### src/rtl/cpu_types_pkg.sv
// Shared CPU types: register index, data word and the pipeline-control FSM state.
package cpu_types_pkg;

  typedef logic [4:0]  regbits_t;
  typedef logic [31:0] word_t;

  typedef enum logic [1:0] {
    RUN   = 2'd0,
    DWAIT = 2'd1,
    HALT  = 2'd2
  } pipectrl_state_t;

endpackage

### src/rtl/pipeline_control_hazard_unit.sv
// Load-use comparator: a load in EX whose destination feeds an ID-stage source.
module hazard_unit (
  input  logic       idex_dREN,
  input  logic [4:0] idex_wsel,
  input  logic [4:0] ifid_rs,
  input  logic [4:0] ifid_rt,
  output logic       load_use
);

  // r0 is hard-wired, so a load targeting it never creates a dependency
  assign load_use = idex_dREN && (idex_wsel != '0) &&
                    ((idex_wsel == ifid_rs) || (idex_wsel == ifid_rt));

endmodule

### src/rtl/pipeline_control.sv
// Central sequencer for the five-stage pipeline latches and PC write enable.
// Optional performance counters are built when PIPECTRL_PERF_EN is defined.
module pipeline_control
  import cpu_types_pkg::*;
#(
  parameter int unsigned MISS_LIMIT = 64
) (
  input  logic        CLK,
  input  logic        RST,
  input  logic        ihit,
  input  logic        dhit,
  input  logic        mem_req,
  input  logic        branch_taken,
  input  logic        idex_dREN,
  input  logic [4:0]  idex_wsel,
  input  logic [4:0]  ifid_rs,
  input  logic [4:0]  ifid_rt,
  input  logic        wb_halt,
  output logic        pc_enable,
  output logic        ifid_enable,
  output logic        idex_enable,
  output logic        exmem_enable,
  output logic        memwb_enable,
  output logic        ifid_flush,
  output logic        idex_flush,
  output logic        exmem_flush,
  output logic        memwb_flush,
  output logic        halted,
`ifdef PIPECTRL_PERF_EN
  output logic [31:0] stall_cycles,
  output logic [31:0] flush_count,
`endif
  output logic        mem_timeout
);

  localparam int unsigned CW = $clog2(MISS_LIMIT + 1);
  localparam logic [CW-1:0] LIMIT = CW'(MISS_LIMIT);

  pipectrl_state_t state_q, state_d;
  logic [CW-1:0]   wait_cnt_q, wait_cnt_d;
  logic            halted_q, halted_d;
  logic            mem_timeout_q, mem_timeout_d;
  logic            load_use;
  logic            miss;
  logic            branch_flush;

  hazard_unit u_hazard (
    .idex_dREN (idex_dREN),
    .idex_wsel (idex_wsel),
    .ifid_rs   (ifid_rs),
    .ifid_rt   (ifid_rt),
    .load_use  (load_use)
  );

  always_comb begin
    state_d      = state_q;
    pc_enable    = 1'b0;
    ifid_enable  = 1'b0;
    idex_enable  = 1'b0;
    exmem_enable = 1'b0;
    memwb_enable = 1'b0;
    ifid_flush   = 1'b0;
    idex_flush   = 1'b0;
    exmem_flush  = 1'b0;
    memwb_flush  = 1'b0;
    branch_flush = 1'b0;
    // once waiting, only dhit matters; mem_req is held by the frozen exmem latch
    miss = (state_q == DWAIT) ? !dhit : (mem_req && !dhit);

    if (state_q == HALT) begin
      state_d = HALT;
    end else if (wb_halt) begin
      state_d = HALT;
    end else if (miss) begin
      state_d      = DWAIT;
      memwb_enable = 1'b1;
      memwb_flush  = 1'b1;
    end else begin
      state_d      = RUN;
      pc_enable    = 1'b1;
      ifid_enable  = 1'b1;
      idex_enable  = 1'b1;
      exmem_enable = 1'b1;
      memwb_enable = 1'b1;
      if (branch_taken) begin
        ifid_flush   = 1'b1;
        idex_flush   = 1'b1;
        exmem_flush  = 1'b1;
        branch_flush = 1'b1;
      end else if (load_use) begin
        pc_enable   = 1'b0;
        ifid_enable = 1'b0;
        idex_flush  = 1'b1;
      end else if (!ihit) begin
        pc_enable  = 1'b0;
        ifid_flush = 1'b1;
      end
    end

    if (RST) begin
      pc_enable    = 1'b0;
      ifid_enable  = 1'b0;
      idex_enable  = 1'b0;
      exmem_enable = 1'b0;
      memwb_enable = 1'b0;
      ifid_flush   = 1'b1;
      idex_flush   = 1'b1;
      exmem_flush  = 1'b1;
      memwb_flush  = 1'b1;
      branch_flush = 1'b0;
    end

    // counts every cycle that ends in DWAIT, including the entry cycle
    if (state_d == DWAIT)
      wait_cnt_d = (wait_cnt_q == LIMIT) ? wait_cnt_q : wait_cnt_q + 1'b1;
    else
      wait_cnt_d = '0;
    mem_timeout_d = mem_timeout_q || (wait_cnt_d == LIMIT);
    halted_d      = halted_q || (state_d == HALT);
  end

  always_ff @(posedge CLK or posedge RST) begin
    if (RST) begin
      state_q       <= RUN;
      wait_cnt_q    <= '0;
      halted_q      <= 1'b0;
      mem_timeout_q <= 1'b0;
    end else begin
      state_q       <= state_d;
      wait_cnt_q    <= wait_cnt_d;
      halted_q      <= halted_d;
      mem_timeout_q <= mem_timeout_d;
    end
  end

  assign halted      = halted_q;
  assign mem_timeout = mem_timeout_q;

`ifdef PIPECTRL_PERF_EN
  logic [31:0] stall_cycles_q, stall_cycles_d;
  logic [31:0] flush_count_q, flush_count_d;

  always_comb begin
    stall_cycles_d = stall_cycles_q + {31'b0, (state_q != HALT) && !pc_enable};
    flush_count_d  = flush_count_q + {31'b0, branch_flush};
  end

  always_ff @(posedge CLK or posedge RST) begin
    if (RST) begin
      stall_cycles_q <= '0;
      flush_count_q  <= '0;
    end else begin
      stall_cycles_q <= stall_cycles_d;
      flush_count_q  <= flush_count_d;
    end
  end

  assign stall_cycles = stall_cycles_q;
  assign flush_count  = flush_count_q;
`endif

endmodule

### config.mk
export PLATFORM = sky130hd
export DESIGN_NAME = pipeline_control
export DESIGN_NICKNAME = d
export VERILOG_FILES = /design/src/rtl/cpu_types_pkg.sv /design/src/rtl/pipeline_control_hazard_unit.sv /design/src/rtl/pipeline_control.sv
export SDC_FILE = /design/constraint.sdc
export NUM_CORES = 1
export LEC_CHECK = 0
export ABC_CLOCK_PERIOD_IN_PS = 3400
export CELL_PAD_IN_SITES_DETAIL_PLACEMENT = 1
export CELL_PAD_IN_SITES_GLOBAL_PLACEMENT = 1
export CORE_ASPECT_RATIO = 1.5
export CORE_MARGIN = 2
export CORE_UTILIZATION = 30
export DETAILED_ROUTE_END_ITERATION = 16
export PLACE_DENSITY = 0.9
export SYNTH_ARGS = -nofsm -noshare
export SYNTH_HDL_FRONTEND = slang
export SYNTH_HIERARCHICAL = 1
export SYNTH_SLANG_ARGS = --single-unit
### constraint.sdc
create_clock -name CLK -period 3.4 [get_ports CLK]
set_input_delay 1.02 -clock CLK [delete_from_list [all_inputs] [get_ports CLK]]
set_output_delay 1.02 -clock CLK [all_outputs]
set_load 0.02 [all_outputs]
* Word level (Yosys, flattened, before mapping) *
Index checks and enable logic that the tools add are counted.
Widths: inputs -> output; s select.

operators by class
  eq/ne operators = 8
  reduce and logical (&&, ||, !) cells = 8
  multiplexer cells = 48
  add/subtract/negate cells = 1

operators with widths
  operator             number
  $mux 1               44
  $eq 7x7->1 const B   2
  $mux 7               2
  $eq 5x5->1           2
  $add 7x1->7 const B  1
  $reduce_bool 5->1    1
  $eq 2x1->1 const B   2
  $eq 2x2->1 const B   2
  $mux 2               2
  $logic_and 1x1->1    3
  $logic_or 1x1->1     3
  $logic_not 1->1      1

storage, ports and cells
  word-level logic and storage cells = 69
  register bits = 11
  output and inout bits = 11
  bits of input ports = 23

* Depth between registers and ports, before layout *
  depth in word-level cells = 10
  mapped depth = 7
  mapped depth without buffers = 7

* By module *
The synthesis kept the hierarchy.

modules (own cells, without submodules)
  module            cells each  area an instance (um^2)  seq. area each (um^2)  times used
  pipeline_control  79          693.2                    275.3                  1
  hazard_unit       17          125.1                    0.0                    1

* Least setup slack after synthesis *
OpenSTA, ideal clock, no wires.

  path type = in2out
  start point = input port idex_wsel[0]
  end point = output port pc_enable
  path slack = -0.108 ns
  stages on the path = 6
  arrival time = 2.488 ns
  buffers on the path = 0
  required time = 2.380 ns
  cell sequence = or4_1 -> o21ai_1 -> a21oi_1 -> inv_1 -> nor2_1 -> nor4_1

between the ends
  cells in the longest elaborated chain, start to end = 9
  elaborated cells between the ends (all ways) = 12
  classes of those cells = eq/ne: 2; mux: 6; reduce/logical: 4

RTL lines
  element                                                line                                                                    RTL
  start: declaration                                     pipeline_control.sv:15                                                  input logic [4:0] idex_wsel,
  $eq 5x5->1 or $reduce_bool 5->1 (tied branches)        pipeline_control_hazard_unit.sv:12, pipeline_control_hazard_unit.sv:11
  $logic_or 1x1->1 or $logic_and 1x1->1 (tied branches)  pipeline_control_hazard_unit.sv:12, pipeline_control_hazard_unit.sv:11
  $logic_and 1x1->1 *                                    pipeline_control_hazard_unit.sv:11                                      assign load_use = idex_dREN && (idex_wsel != '0) &&
  net load_use                                           pipeline_control.sv:43                                                  logic load_use;
  $mux 1 *                                               pipeline_control.sv:90                                                  end else if (load_use) begin
  $mux 1 *                                               pipeline_control.sv:85                                                  if (branch_taken) begin
  $mux 1 *                                               pipeline_control.sv:74                                                  end else if (miss) begin
  $mux 1 *                                               pipeline_control.sv:72                                                  end else if (wb_halt) begin
  $mux 1 *                                               pipeline_control.sv:70                                                  if (state_q == HALT) begin
  $mux 1 *                                               pipeline_control.sv:100                                                 if (RST) begin
  end: declaration                                       pipeline_control.sv:19                                                  output logic pc_enable,

The timed path passes the listed nets; every way through them passes the cells marked *.

* Worst setup path after layout *
  start point = input port ifid_rs[1]
  end point = output port ifid_enable

between the ends
  cells in the longest elaborated chain, start to end = 9

RTL lines
  element             line                                RTL
  start: declaration  pipeline_control.sv:16              input logic [4:0] ifid_rs,
  $eq 5x5->1          pipeline_control_hazard_unit.sv:12  ((idex_wsel == ifid_rs) || (idex_wsel == ifid_rt));
  $logic_or 1x1->1    pipeline_control_hazard_unit.sv:12
  $logic_and 1x1->1   pipeline_control_hazard_unit.sv:11
  net load_use        pipeline_control.sv:43
  $mux 1              pipeline_control.sv:90
  $mux 1              pipeline_control.sv:85
  $mux 1              pipeline_control.sv:74
  $mux 1              pipeline_control.sv:72
  $mux 1              pipeline_control.sv:70
  $mux 1              pipeline_control.sv:100
  end: declaration    pipeline_control.sv:20              output logic ifid_enable,

The timed path passes the listed nets, and every way through them passes these cells.

==> results.json <==
{
  "postCtsSetupBuffers": 0,
  "via_per_inst": 4.97,
  "die_w_microns": 46.6,
  "hold_violations": 0,
  "dp_hpwl_mm": 2.19,
  "setup-violations-final": 0,
  "pwr-share-clk": 0.409,
  "rsz0062_at_grt": "true",
  "ir_worst_vdd_mv": 0.183,
  "leakage_nw": 0.574,
  "max-slew-margin-rel": 0.816,
  "yosys.cell_types.count": 34,
  "layout.nets": 166,
  "clockBufferDepth": 2,
  "synth-adder-area-share": 0.0428,
  "grt_pass1_vias": 963,
  "crit_path_start": "ifid_rs[1]",
  "drc": 0,
  "multi_input_area_sq_um": 517,
  "hold_path.class": "register to register",
  "routed_wl_mm": 2.77,
  "place_congestion": 0.838,
  "cts_tree": "yes",
  "drive_gt1_frac": 0.264,
  "clock_skew_ns": 0.00519,
  "root_buffer": "clkbuf_8",
  "seq_area_frac_synth": 0.336,
  "crit_arrival_ns": 2.37,
  "pwr-share-seq": 0.398,
  "hp-start": "halted",
  "synth_flop_cell": "dfrtp_1",
  "cts_hold_buf": 0,
  "cp_slowest_cell": "clkdlybuf4s50_1",
  "vias": 879,
  "n_antenna_cell": 0,
  "postRouteAntennaNets": 0,
  "synthArstFlopShare": 1.00,
  "min_period_ns": 3.39,
  "core_region_area_sq_um": 2650,
  "dieArea_sq_um": 3170,
  "io-pin-count": 34,
  "synth_area_leaders": "dfrtp_1 34%, xor2_1 8.6%, xnor2_1 6.4%, nor3_1 4.3%, inv_1 4.1%",
  "overflow": 0,
  "htreeDepth": 1,
  "post-place-cells": 173,
  "synth_top_family_by_area": "simple AND/OR/NAND/NOR gates",
  "grt_pass1_wl_mm": 4.22,
  "tightest_slew_ns": 0.274,
  "cts_made_buffers": 3,
  "insertion_delay_ns": 0.25,
  "drtPass1Iterations": 4,
  "crit_chain": "clkdlybuf4s50_1 > xnor2_1 > nand3_1 > a21oi_2 > inv_1 > nor2_2 > nor3_2 > buf_4",
  "ys_ff_latch": 11,
  "wire_per_inst_microns": 15.6,
  "path_clk_slew_ns": 0.05,
  "netlist.area_leader.share": 0.336,
  "pwr-share-comb": 0.193,
  "utilization": 0.487,
  "synth_area_sq_um": 818,
  "synth-simple-area-share": 0.232,
  "drt_iter0_markers": 3,
  "layout_common_cells": "11 x dfrtp_1, 11 x buf_4, 10 x clkdlybuf4s50_1",
  "pre_cts_ws_ns": -0.811,
  "syn_inst": 96,
  "synth-edff-count": 0,
  "crit_required_ns": 2.38,
  "fin_crit_sh": 0.999,
  "synth_mux_area_frac": 0.0260,
  "cts.sinks": 11,
  "p_sw_uw": 83.0,
  "synth-compound-area-share": 0.136,
  "initial_core_util": 0.309,
  "setup_slack_ns": 0.00506,
  "crit_type": "input port to output port",
  "synth_nets": 121,
  "fill_cells": 323,
  "run_status": "finished clean",
  "grtUsageTotal": 0.188,
  "whs_ns": 0.477,
  "grt_max_degree": 12,
  "totalNegativeSetupSlack_ns": 0,
  "max_stage_delay_ns": 0.47,
  "path_max_fanout": 2,
  "instances_no_fill": 177,
  "antenna_found_initial": 0,
  "p_sw_frac": 0.252,
  "worstSetupEndpointType": "output port",
  "yosysTopAreaCell": "dfrtp_1",
  "regArea_sq_um": 275,
  "area.growth.synth_to_final_pct": 57.5,
  "syn_avg_cell_area_sq_um": 8.52,
  "maxCapViolations": 0,
  "fmaxAchievable_ghz": 0.295,
  "r2r-start": "wait_cnt_q[1]",
  "slew_viol_final": 0,
  "numPortBuffers": 33,
  "critPathLaunchType": "input port",
  "yosysWarnings": 6,
  "die_h_microns": 68.0,
  "p_per_area_nw_per_um2": 256,
  "rows": 23,
  "p_int_uw": 247,
  "synth_xor_area_frac": 0.150
}
cell type report:
cell class	instances	area share
tap	37	0.0359
inverter	9	0.0262
clock buffer	3	0.0320
clock inverter	1	0.00388
multi-input combinational	72	0.401
timing repair buffer	44	0.287
sequential	11	0.214
layer usage:
metal,global-route usage,part of all wire,vias up
met5,0,0,-
met2,0.378,0.61,35
li1,-,-,420
met4,0.0729,0.021,0
met1,0.177,0.32,418
met3,0.0290,0.051,6
critical path, delay by kind of cell:
| family | cells | cell delay [ns] |
|---|---|---|
| xor gates and xnor gates | 1 | 0.11 |
| and+or+nand+nor | 3 | 0.32 |
| AOI/OAI and AO/OA | 1 | 0.20 |
| buffers and inverters | 3 | 0.73 |
cell usage after synthesis, drive strengths merged (2+ instances only):
cell,instances
dfrtp,11
inv,9
xor2,8
nor2,7
nor3,7
a21oi,6
nand3,6
xnor2,6
nand2,5
buf,4
o21ai,3
a211oi,2
a31oi,2
and3,2
ha,2
kinds of logic (layout without fill, tap and decap cells):
| logic type | after synthesis | count (layout) |
|---|---|---|
| compound gates | 17 | 17 |
| xor+xnor | 14 | 14 |
| fa+ha+maj | 3 | 3 |
| buf+inv | 13 | 57 |
| flops | 11 | 11 |
| mux | 2 | 2 |
| simple gates | 36 | 36 |
registers in the layout, indices dropped and copies added (netlist names):
register,cells
wait_cnt_q,7
state_q,2
halted,1
mem_timeout,1
timing repair:
| action | in CTS | in global routing |
|---|---|---|
| endpoints found under the hold margin | 0 | 0 |
| resized for setup | 59 | 12 |
| setup endpoints to repair | 9 | 5 |
| pin swaps | 13 | 8 |
power by group through the flow:
stage / Clock, mW / Combinational (mW) / Sequential [mW]
floorplan: 0 / 0.0197 / 0.133
global placement: 0 / 0.0649 / 0.133
detailed placement: 0 / 0.0669 / 0.133
CTS: 0.135 / 0.0627 / 0.131
global route: 0.138 / 0.0683 / 0.131
finish: 0.135 / 0.0637 / 0.131
path summary, 6_finish.rpt:
check / cells after the start / endpoint / slack, ns
max: 8 / ifid_enable / 0.005
min: 1 / halted / 0.48
max reg2reg: 6 / mem_timeout / 1.69
min reg2reg: 1 / halted / 0.48
max in group asynchronous: 3 / mem_timeout / 1.94
min in group asynchronous: 3 / state_q[0] / 1.31
metrics by stage:
stage          power (mW)  cell area (sq um)
4_1_cts             0.329               1270
3_5_place_dp        0.200               1250
2_1_floorplan       0.153                825
3_3_place_gp        0.198               1250
6_report            0.330               1290
5_1_grt             0.338               1290
Power figures use the tool's default switching activity.
